==> src/rtl/rv_pkg.sv <==
// Shared types and constants for the fetch/data memory arbiter.
package rv_pkg;

   typedef enum logic [1:0] {
      StIdle   = 2'd0,
      StAccess = 2'd1,
      StResp   = 2'd2
   } state_e;

   typedef enum logic {
      OwnFetch = 1'b0,
      OwnData  = 1'b1
   } owner_e;

   // A data write of DONE_DATA to DONE_ADDR raises the sticky done flag.
   localparam logic [31:0] DONE_ADDR = 32'h0000_FFFF;
   localparam logic [31:0] DONE_DATA = 32'h0000_DEAD;

   // Wide enough to hold the largest legal MEM_LAT.
   localparam int unsigned CNT_W = 3;

   function automatic owner_e other_owner(input owner_e o);
      return (o == OwnFetch) ? OwnData : OwnFetch;
   endfunction

endpackage

==> src/rtl/rv_rr_arb2.sv <==
// Two-way round-robin pick between fetch and data requests.
module rv_rr_arb2
   import rv_pkg::*;
(
   input  logic   i_f_req,
   input  logic   i_d_req,
   input  owner_e i_last,
   output logic   o_valid,
   output owner_e o_grant
);

   always_comb begin
      o_valid = i_f_req | i_d_req;
      o_grant = OwnFetch;
      if (i_f_req && i_d_req) begin
         o_grant = other_owner(i_last);
      end else if (i_d_req) begin
         o_grant = OwnData;
      end
   end

endmodule

==> src/rtl/rv_mem_arb.sv <==
// Arbiter sharing one single-port memory between a fetch and a data requester.
module rv_mem_arb
   import rv_pkg::*;
#(
   parameter int unsigned DPWIDTH = 32,
   parameter int unsigned MEM_LAT = 1
) (
   input  logic               clk,
   input  logic               rst,
   input  logic               f_req,
   input  logic [DPWIDTH-1:0] f_addr,
   output logic [DPWIDTH-1:0] f_rdata,
   output logic               f_ack,
   input  logic               d_req,
   input  logic               d_we,
   input  logic [DPWIDTH-1:0] d_addr,
   input  logic [DPWIDTH-1:0] d_wdata,
   output logic [DPWIDTH-1:0] d_rdata,
   output logic               d_ack,
   output logic               mem_en,
   output logic               mem_we,
   output logic [DPWIDTH-1:0] mem_addr,
   output logic [DPWIDTH-1:0] mem_wdata,
   input  logic [DPWIDTH-1:0] mem_rdata,
   output logic               done
);

   state_e             r_state, w_state_nxt;
   logic [CNT_W-1:0]   r_cnt, w_cnt_nxt;
   owner_e             r_last, w_last_nxt;
   owner_e             r_owner, w_owner_nxt;
   logic               r_mem_en, w_mem_en_nxt;
   logic               r_mem_we, w_mem_we_nxt;
   logic [DPWIDTH-1:0] r_mem_addr, w_mem_addr_nxt;
   logic [DPWIDTH-1:0] r_mem_wdata, w_mem_wdata_nxt;
   logic               r_f_ack, w_f_ack_nxt;
   logic               r_d_ack, w_d_ack_nxt;
   logic [DPWIDTH-1:0] r_f_rdata, w_f_rdata_nxt;
   logic [DPWIDTH-1:0] r_d_rdata, w_d_rdata_nxt;
   logic               r_done, w_done_nxt;

   logic               w_gnt_valid;
   owner_e             w_gnt;

   rv_rr_arb2 u_arb (
      .i_f_req (f_req),
      .i_d_req (d_req),
      .i_last  (r_last),
      .o_valid (w_gnt_valid),
      .o_grant (w_gnt)
   );

   always_comb begin
      w_state_nxt     = r_state;
      w_cnt_nxt       = r_cnt;
      w_last_nxt      = r_last;
      w_owner_nxt     = r_owner;
      w_mem_en_nxt    = r_mem_en;
      w_mem_we_nxt    = 1'b0;
      w_mem_addr_nxt  = r_mem_addr;
      w_mem_wdata_nxt = r_mem_wdata;
      w_f_ack_nxt     = 1'b0;
      w_d_ack_nxt     = 1'b0;
      w_f_rdata_nxt   = r_f_rdata;
      w_d_rdata_nxt   = r_d_rdata;
      w_done_nxt      = r_done;

      unique case (r_state)
         StIdle: begin
            w_mem_en_nxt = 1'b0;
            if (w_gnt_valid) begin
               w_state_nxt  = StAccess;
               w_cnt_nxt    = CNT_W'(MEM_LAT);
               w_owner_nxt  = w_gnt;
               w_last_nxt   = w_gnt;
               w_mem_en_nxt = 1'b1;
               if (w_gnt == OwnData) begin
                  w_mem_addr_nxt  = d_addr;
                  w_mem_we_nxt    = d_we;
                  w_mem_wdata_nxt = d_wdata;
                  if (d_we && (d_addr == DPWIDTH'(DONE_ADDR)) &&
                      (d_wdata == DPWIDTH'(DONE_DATA))) begin
                     w_done_nxt = 1'b1;
                  end
               end else begin
                  w_mem_addr_nxt = f_addr;
               end
            end
         end
         StAccess: begin
            // mem_en spans MEM_LAT cycles; the final count-0 cycle waits for read data.
            if (r_cnt == '0) begin
               w_state_nxt  = StResp;
               w_mem_en_nxt = 1'b0;
               if (r_owner == OwnData) begin
                  w_d_rdata_nxt = mem_rdata;
                  w_d_ack_nxt   = 1'b1;
               end else begin
                  w_f_rdata_nxt = mem_rdata;
                  w_f_ack_nxt   = 1'b1;
               end
            end else begin
               w_cnt_nxt    = r_cnt - 1'b1;
               w_mem_en_nxt = (r_cnt > CNT_W'(1));
            end
         end
         StResp: begin
            w_state_nxt = StIdle;
         end
         default: begin
            w_state_nxt  = StIdle;
            w_mem_en_nxt = 1'b0;
         end
      endcase
   end

   always_ff @(posedge clk or negedge rst) begin
      if (!rst) begin
         r_state     <= StIdle;
         r_cnt       <= '0;
         r_last      <= OwnFetch;
         r_owner     <= OwnFetch;
         r_mem_en    <= 1'b0;
         r_mem_we    <= 1'b0;
         r_mem_addr  <= '0;
         r_mem_wdata <= '0;
         r_f_ack     <= 1'b0;
         r_d_ack     <= 1'b0;
         r_f_rdata   <= '0;
         r_d_rdata   <= '0;
         r_done      <= 1'b0;
      end else begin
         r_state     <= w_state_nxt;
         r_cnt       <= w_cnt_nxt;
         r_last      <= w_last_nxt;
         r_owner     <= w_owner_nxt;
         r_mem_en    <= w_mem_en_nxt;
         r_mem_we    <= w_mem_we_nxt;
         r_mem_addr  <= w_mem_addr_nxt;
         r_mem_wdata <= w_mem_wdata_nxt;
         r_f_ack     <= w_f_ack_nxt;
         r_d_ack     <= w_d_ack_nxt;
         r_f_rdata   <= w_f_rdata_nxt;
         r_d_rdata   <= w_d_rdata_nxt;
         r_done      <= w_done_nxt;
      end
   end

   assign mem_en    = r_mem_en;
   assign mem_we    = r_mem_we;
   assign mem_addr  = r_mem_addr;
   assign mem_wdata = r_mem_wdata;
   assign f_ack     = r_f_ack;
   assign d_ack     = r_d_ack;
   assign f_rdata   = r_f_rdata;
   assign d_rdata   = r_d_rdata;
   assign done      = r_done;

endmodule

==> config.mk <==
export PLATFORM = sky130hd
export DESIGN_NAME = rv_mem_arb
export DESIGN_NICKNAME = d
export VERILOG_FILES = /design/src/rtl/rv_pkg.sv /design/src/rtl/rv_rr_arb2.sv /design/src/rtl/rv_mem_arb.sv
export SDC_FILE = /design/constraint.sdc
export NUM_CORES = 1
export LEC_CHECK = 0
export BUFFER_PORTS_ARGS = -buffer_cell sky130_fd_sc_hd__buf_2
export CORE_ASPECT_RATIO = 1.75
export CORE_UTILIZATION = 48
export CTS_BUF_LIST = sky130_fd_sc_hd__clkbuf_4 sky130_fd_sc_hd__clkbuf_8
export DETAILED_ROUTE_END_ITERATION = 7
export GPL_ROUTABILITY_DRIVEN = 0
export PLACE_DENSITY = 0.82
export SYNTH_ARGS = -nofsm -noshare
export SYNTH_HDL_FRONTEND = slang
export SYNTH_SLANG_ARGS = --single-unit
export TNS_END_PERCENT = 1
==> constraint.sdc <==
create_clock -name clk -period 2.4 [get_ports clk]
set_clock_uncertainty 0.05 [all_clocks]
set_input_delay 0.12 -clock clk [delete_from_list [all_inputs] [get_ports clk]]
set_output_delay 0.12 -clock clk [all_outputs]
set_load 0.02 [all_outputs]
=== Yosys cells after proc, flatten, opt, wreduce, memory -nomap -nowiden ===
Index checks and enable logic that the tools add are counted.

* Memories kept: 0
* RAM bits: 0
* Latch bits: 0
* Bits in registers: 139
* Output and inout bits: 133
* Logic and storage cells: 57
* Memory bits (read-only): 0
* Input port bits: 133

* Shifts and indexed selects: 0
* Order comparisons: 1
* Add/sub/neg operators: 1
* Div/mod/pow operators: 0
* Bitwise logic cells: 2
* Eq/ne operators: 7
* Multiplexer cells: 21
* Reduce and logical (&&, ||, !) cells: 13
* Multipliers: 0

{| class="wikitable"
|+ Operators with widths
! cell !! count
|-
| == test 32 x 16 -> 1 bit, second input constant || 2
|-
| two-way mux 32 bit || 1
|-
| two-way mux 1 bit || 13
|-
| AND reduction 3 bit || 4
|-
| two-way mux 3 bit || 2
|-
| case mux 3 bit (2 select lines) || 1
|-
| two-way mux 2 bit || 2
|-
| != test 2 bit, second input constant || 2
|-
| case mux 2 bit (2 select lines) || 1
|-
| AND reduction 2 bit || 2
|-
| AND reduction 4 bit || 1
|-
| greater-than comparator 3 x 1 -> 1 bit, second input constant || 1
|-
| logical AND 1 bit || 3
|-
| zero test 3 bit || 1
|-
| case mux 1 bit (3 select lines) || 1
|-
| subtractor 3 x 1 -> 3 bit, second input constant || 1
|-
| == test 2 x 1 -> 1 bit, second input constant || 1
|-
| == test 2 bit, second input constant || 1
|-
| zero test 2 bit || 1
|-
| != test 2 x 1 -> 1 bit, second input constant || 1
|-
| nonzero test 2 bit || 1
|-
| inverter 1 bit || 1
|-
| bitwise OR 1 bit || 1
|}

=== Longest topological paths before layout ===
Gate-level depths: netlist of the first run.

* Depth in word-level cells: 5
* Depth in mapped cells: 7
* Mapped depth without buffers: 6

=== Modules after synthesis ===
From an unflattened synthesis of the first run, not the netlist that was laid out.

* Cells, all modules: 409
* Area total of the unflattened synthesis: 5650.4 um^2

{| class="wikitable"
|+ Modules (own cells, without submodules)
! module !! area each (um^2) !! times used !! cells each !! sequential area each (um^2)
|-
| rv_mem_arb || 5636.7 || 1 || 407 || 3478.3
|-
| rv_rr_arb2 || 13.8 || 1 || 2 || 0.0
|}

=== Worst setup path after synthesis of the first run ===
Ideal clock, no wire load.

* Path type: register -> register
* Start point: register r_cnt[0]
* End point: register r_f_rdata[10], in the netlist f_rdata[10]
* Period minus slack after synthesis: 1677 ps
* Stages on the path, launching flop included: 7
* Buffers on the path: 1
* Required time: 2225 ps
* Data arrival time: 1502 ps
* Slack: 723 ps
* Setup time: 125 ps
* Path through: dfrtp_1 -> inv_1 -> ha_1 -> nand2b_2 -> nor3_4 -> buf_6 -> mux2_2

* Cells in the longest elaborated chain, start to end: 2

{| class="wikitable"
|+ Ends and longest elaborated chain
! what !! line !! text
|-
| start, declared || rv_mem_arb.sv:29 || <nowiki>logic [CNT_W-1:0] r_cnt, w_cnt_nxt;</nowiki>
|-
| start signal, assigned || rv_mem_arb.sv:134 || <nowiki>r_cnt <= w_cnt_nxt;</nowiki>
|-
| zero test 3 bit || rv_mem_arb.sv:92 || <nowiki>if (r_cnt == '0) begin</nowiki>
|-
| AND reduction 3 bit (no line) || n/a ||
|-
| end signal, assigned || rv_mem_arb.sv:143 || <nowiki>r_f_rdata <= w_f_rdata_nxt;</nowiki>
|-
| end, declared || rv_mem_arb.sv:38 || <nowiki>logic [DPWIDTH-1:0] r_f_rdata, w_f_rdata_nxt;</nowiki>
|}

Every way passes these cells.
A chain may end at the register's enable or synchronous reset.

==> impl_metrics.csv, run 1 <==
group,metric,value,unit
timing,rsz0062_at_grt,"false",
drt,drt_wl_total,19200,µm
cts,numCtsBuffers,17,
synth,yosysSeqAreaShare,60.9,%
setup_path,crit_arrival,2.55,ns
floorplan,die_w,84.4,µm
pwr,p_total,0.0116,W
timing,report.final.slew_viol_count,0,
floorplan,ios,266,
setup_path,crit_chain,"a21boi_4, buf_6, mux2i_1, dlygate4sd3_1, o21ai_0",
global_route,grt_antenna_before_repair,3,
cells_and_area,nNetsFinal,944,
cts,h-tree-depth,4,
global_route,grt_overflow,0,
drt,vias,5162,
timing,tightest_slew,0.575,ns
synth,synthesis.area,5710,µm²
synth,avgSynthCellArea,14.0,µm²
global_route,grt_max_degree,66,
floorplan,die_y,146,µm
timing,tns,0,ns
flow_run,drv_cap,0,
pwr,power_density,1310,nW/µm²
cts,post_cts_buffers,0,
hold_path,hold_path.class,"primary input to register",
pwr,ir_drop,0.758,mV
cts,path_clk_slew,0.08,ns
setup_path,slowest_delay,0.60,ns
setup_path,end_kind,"register",
cts,cts_tree,"built",
status,violations,"DRC",
setup_path,path_delay_family,"buffers and inverters",
synth,synth_edf_count,0,
floorplan,rows,52,
pwr,p_leak,4.35,nW
drt,drt_iter0_markers,244,
drt,drtPass1Iterations,7,
timing,final-setup-viol-count,0,
floorplan,initial_core_util,49.3,%
setup_path,worstSetupPathType,"register to register",
cells_and_area,drive_above_1_share,49.8,%
cts,clock-sinks,139,
setup_path,worstPathRequired,2.65,ns
cts,cts-root-buf,"clkbuf_8",
timing,finalCritPeriodShare,96.0,%
cells_and_area,final_cell_mix,"buf_2 (264), dfrtp_1 (139), dlygate4sd3_1 (131)",
cells_and_area,syn2layout_area_growth,55.8,%
cts,cts_buffer_depth,2,
synth,syn-num-nets,543,
synth,yosysWarnings,0,
floorplan,coreArea,11600,µm²
cts,clk-insertion-delay-late,0.42,ns
floorplan,dieArea,12400,µm²
synth,synth.distinct_cells,39,
global_route,grt_pass1_wl,29500,µm
cells_and_area,final_common_cell,"buf_2",
timing,slew_headroom,61.7,%
synth,synth-async-reset-ratio,100,%
synth,ys.flop_type,"dfrtp_1",
synth,ys_ff_latch,139,
global_route,grt_pass1_vias,5798,
drt,ant_nets,0,
drt,wire_per_inst,20.0,µm
global_route,grt_use_total,31.5,%
setup_path,start_kind,"register",
drt,via_per_inst,5.38,
timing,final_hold_viol_count,0,
setup_path,cp_slowest_cell,"dlygate4sd3_1",
setup_path,cp_num_buf_inv,2,
cells_and_area,final_util,76.8,%
setup_path,worstPathMaxFanout,33,
synth,synth_cells,407,
timing,period_minus_slack,2.30,ns
place,port_buffers,265,
place,hpwl,10700,µm
drt,drc,15,
status,status,"complete, but fails checks",
timing,max_freq,434,MHz
-- worst paths after layout --
kind                         startpoint            end  slack [ns]  depth (start not counted)
setup / recovery                r_owner   mem_addr[18]         0.1                          5
max in group asynchronous           rst       r_cnt[0]        1.40                          3
setup reg to reg                r_owner   mem_addr[18]         0.1                          5
hold / removal               d_addr[28]   mem_addr[28]        0.01                          3
min in group asynchronous           rst  mem_wdata[22]        0.16                          2
hold reg to reg            mem_addr[26]   mem_addr[26]        0.43                          2
-- routing by layer --
metal	share of wire (%)	vias up	GRT usage [%]
li1	-	2253	-
met1	32	2557	30.7
met2	56	282	59.1
met3	6.8	70	7.69
met4	5.4	0	18.9
met5	0	-	0
-- per-stage QoR --
step                      area [µm²]  hold slack, ns  setup slack [ns]  cells
after floorplan                 5710          -0.226             0.723    407
after global placement          7150          0.0436             0.576    793
after detailed placement        7150          0.0445             0.507    793
after CTS                       8870         0.00444             0.108    955
after global routing            8890          0.0364            0.0458    959
final                           8890         0.00956            0.0972    959
-- repair_timing --
item,in CTS,in global routing
hold buffers,130,1
endpoints found under the hold margin,182,1
setup endpoints to repair,0,11
resized for setup,0,1
-- synth_stat cells (2+ instances only) --
cell type | number | area [µm²]
o21ai_0 | 31 | 155
ha_1 | 3 | 37.5
nor4b_1 | 2 | 17.5
nor2_1 | 4 | 15.0
mux2i_1 | 32 | 320
clkbuf_1 | 5 | 18.8
buf_4 | 3 | 22.5
nand2_1 | 39 | 146
mux2_2 | 97 | 1090
nand4_1 | 4 | 25.0
inv_1 | 3 | 11.3
and3_1 | 2 | 12.5
buf_6 | 6 | 67.6
dfrtp_1 | 139 | 3480
nor4_1 | 6 | 37.5
buf_2 | 6 | 30.0
or4b_1 | 2 | 20.0
and4b_1 | 2 | 20.0
-- registers in the layout, indices dropped and copies added, names as in the netlist --
| register | cells |
|---|---|
| mem_en | 1 |
| d_rdata | 32 |
| f_rdata | 32 |
| r_state | 2 |
| r_owner | 1 |
| mem_we | 1 |
| d_ack | 1 |
| f_ack | 1 |
| mem_wdata | 32 |
| r_cnt | 3 |
| done | 1 |
| mem_addr | 32 |
-- final cells by class --
class	count	area, µm²
Clock inverter	13	169
Multi-Input combinational cell	245	2100
Clock buffer	19	255
Tap cell	135	169
Sequential cell	139	3480
Inverter	3	11.3
Timing Repair Buffer	402	2710
Antenna cell	3	7.51
Fill cell	703	2690
-- power breakdown --
| part | switching [W] | internal (W) | total (W) |
|---|---|---|---|
| Combinational | 0.00318 | 0.00222 | 0.00540 |
| Clock | 0.000932 | 0.00108 | 0.00201 |
| Sequential | 0.000699 | 0.00352 | 0.00422 |
-- worst min-delay path: cells and delay by family --
kind	cells	cell delay [ns]
mux	1	0.07
compound gates	1	0.15
buf+inv	1	0.10
-- logic make-up (layout without fill, tap and decap cells) --
group                    count (synthesis)  after routing  share of synthesized area, %
multiplexers                           130            130                          24.9
AO/OA/AOI/OAI                           38             38                          3.64
flip-flops                             139            139                          60.9
buffers and inverters                   23            437                          2.63
XOR/XNOR                                 1              1                         0.153
AND/OR/NAND/NOR                         73             73                          7.06
other                                    0              3                             0
adder cells (fa/ha/maj)                  3              3                         0.658
(Power assumes the default switching activity.)
==> run 2: changes to the inputs <==
--- a/config.mk
+++ b/config.mk
@@ -7,6 +7,7 @@
 export LEC_CHECK = 0
 export BUFFER_PORTS_ARGS = -buffer_cell sky130_fd_sc_hd__buf_2
 export CORE_ASPECT_RATIO = 1.75
+export CORE_MARGIN = 3
 export CORE_UTILIZATION = 48
 export CTS_BUF_LIST = sky130_fd_sc_hd__clkbuf_4 sky130_fd_sc_hd__clkbuf_8
 export DETAILED_ROUTE_END_ITERATION = 7
==> run 2 against run 1 <==
The flow now finishes without violations. Worst setup slack better by 0.12 ns. Power up 1.6%. Sequential share of layout area fell by 0.21 points. Via count is 2.4% higher. Design area is 0.55% higher. Largest power group unchanged.
==> impl_metrics.csv, run 2 (synthesis results as in run 1) <==
group,metric,value,unit
setup_path,start_kind,"register",
cts,cts_tree,"built",
pwr,ir_drop,1.02,mV
cts,numCtsBuffers,17,
pwr,p_clk_share,17.8,%
setup_path,slowest_delay,0.57,ns
floorplan,dieArea,13300,µm²
pwr,p_total,0.0118,W
cells_and_area,final_cells,959,
cts,post_cts_buffers,0,
setup_path,reg2reg_from,"r_owner",
drt,top_layer,"met4",
cells_and_area,nFillCells,654,
setup_path,worstSetupPathType,"register to register",
timing,tightest_slew,0.613,ns
global_route,grt_pass1_vias,5939,
place,port_buffers,265,
setup_path,timing.reg2reg.setup_slack,0.22,ns
pwr,combPwrFrac,46.7,%
cells_and_area,nNetsFinal,946,
global_route,grt_overflow,0,
cts,cts-root-buf,"clkbuf_8",
timing,rsz0062_at_grt,"false",
drt,via_per_inst,5.51,
floorplan,coreArea,11600,µm²
floorplan,ios,266,
pwr,internal_power,0.00693,W
global_route,grt_use_total,30.0,%
floorplan,initial_core_util,49.3,%
setup_path,reg2reg_depth,5,
drt,met3WireLength,1570,µm
pwr,power_density,1320,nW/µm²
timing,period_minus_slack,2.18,ns
cts,cts_buffer_depth,2,
setup_path,path_delay_family,"buffers and inverters",
setup_path,cp_slowest_cell,"dlygate4sd3_1",
place,hpwl,11300,µm
floorplan,die_w,88.4,µm
cts,clk-insertion-delay-late,0.43,ns
cells_and_area,final_cell_mix,"buf_2 (264), dfrtp_1 (139), dlygate4sd3_1 (132)",
drt,drtPass1Iterations,5,
setup_path,r2r-end,"mem_addr[17]",
drt,ant_nets,0,
timing,tns,0,ns
drt,wire_per_inst,20.5,µm
timing,report.final.slew_viol_count,0,
timing,layout_setup_ws,0.218,ns
setup_path,cp_num_buf_inv,2,
pwr,p_leak,4.39,nW
drt,vias,5284,
timing,finalCritPeriodShare,90.9,%
setup_path,worstPathMaxFanout,13,
cells_and_area,syn2layout_area_growth,56.7,%
timing,final_hold_viol_count,0,
drt,drc,0,
cts,path_clk_slew,0.08,ns
setup_path,crit_arrival,2.44,ns
hold_path,hold_path.class,"primary input to async pin",
timing,slew_headroom,59.0,%
pwr,seqPwrFrac,35.5,%
floorplan,die_y,150,µm
timing,max_freq,458,MHz
global_route,grt_max_degree,84,
cells_and_area,final_util,77.2,%
drt,drt_wl_total,19700,µm
drt,drt_iter0_markers,178,
setup_path,worstPathRequired,2.66,ns
drt,wl_met2,10500,µm
global_route,grt_pass1_wl,30000,µm
floorplan,rows,52,
place,placed_cells,794,
flow_run,drv_cap,0,
cts,h-tree-depth,4,
cts,clock-sinks,139,
pwr,netSwitchingFraction,41.3,%
global_route,grt_antenna_before_repair,0,
setup_path,end_kind,"register",
pwr,p_switching,0.00488,W
cells_and_area,drive_above_1_share,49.8,%
drt,drt-met1-wl,6400,µm
status,status,"finished clean",
cells_and_area,final_common_cell,"buf_2",
timing,final-setup-viol-count,0,
setup_path,crit_chain,"a21boi_4, buf_4, mux2i_1, dlygate4sd3_1, o21ai_0",
place,place_ws,0.640,ns
==> run 2: power by group through the flow <==
stage          clock (W)  sequential, W  combinational [W]
3_5_place_dp           0        0.00415            0.00511
6_report         0.00210        0.00420            0.00552
5_1_grt          0.00223        0.00431            0.00586
2_1_floorplan          0        0.00551            0.00192
3_3_place_gp           0        0.00410            0.00493
4_1_cts          0.00212        0.00412            0.00535
==> run 2: metal layers <==
| layer | up-vias | global-route usage (%) |
|---|---|---|
| met5 | - | 0 |
| met4 | 0 | 18.2 |
| met3 | 119 | 8.27 |
| met2 | 352 | 53.1 |
| met1 | 2551 | 30.4 |
| li1 | 2262 | - |
==> run 2: what timing repair did <==
item / in CTS / in global routing
hold buffers: 132 / 0
endpoints found under the setup margin: 0 / 1
endpoints found under the hold margin: 269 / 0
gates resized for setup: 0 / 1
==> run 2: metrics by stage <==
stage	area (µm²)	hold slack [ns]
after floorplan	5710	-0.226
after detailed placement	7180	-0.0609
after global routing	8940	0.0574
after CTS	8940	0.0242
final	8940	0.0637
after global placement	7180	-0.0642
==> run 2: how the worst max path moves through the flow <==
stage	from	end	slack (ns)	depth (start not counted)
2_1_floorplan	r_cnt[0]	f_rdata[10]	0.72	6
3_5_place_dp	r_cnt[0]	f_rdata[19]	0.64	6
5_1_grt	r_owner	mem_addr[6]	0.08	5
3_3_place_gp	r_cnt[0]	f_rdata[25]	0.71	6
4_1_cts	r_owner	mem_addr[24]	0.25	5
6_report	r_owner	mem_addr[17]	0.22	5
==> run 2: worst register-to-register path: cells and delay by family (launching register included) <==
family                 cells  cell delay [ns]
buffers and inverters      2             0.86
AOI/OAI and AO/OA          2             0.56
DFF                        1             0.49
muxes                      1             0.11
==> run 2: area by class of cell <==
| type | count | area [µm²] | share of cell area, % |
|---|---|---|---|
| tap | 135 | 169 | 1.89 |
| clock inverter | 14 | 194 | 2.17 |
| antenna | 1 | 2.50 | 0.0280 |
| inverter | 3 | 11.3 | 0.126 |
| timing repair buffer | 404 | 2750 | 30.7 |
| sequential | 139 | 3480 | 38.9 |
| multi-input combinational | 245 | 2100 | 23.5 |
| clock buffer | 18 | 241 | 2.70 |
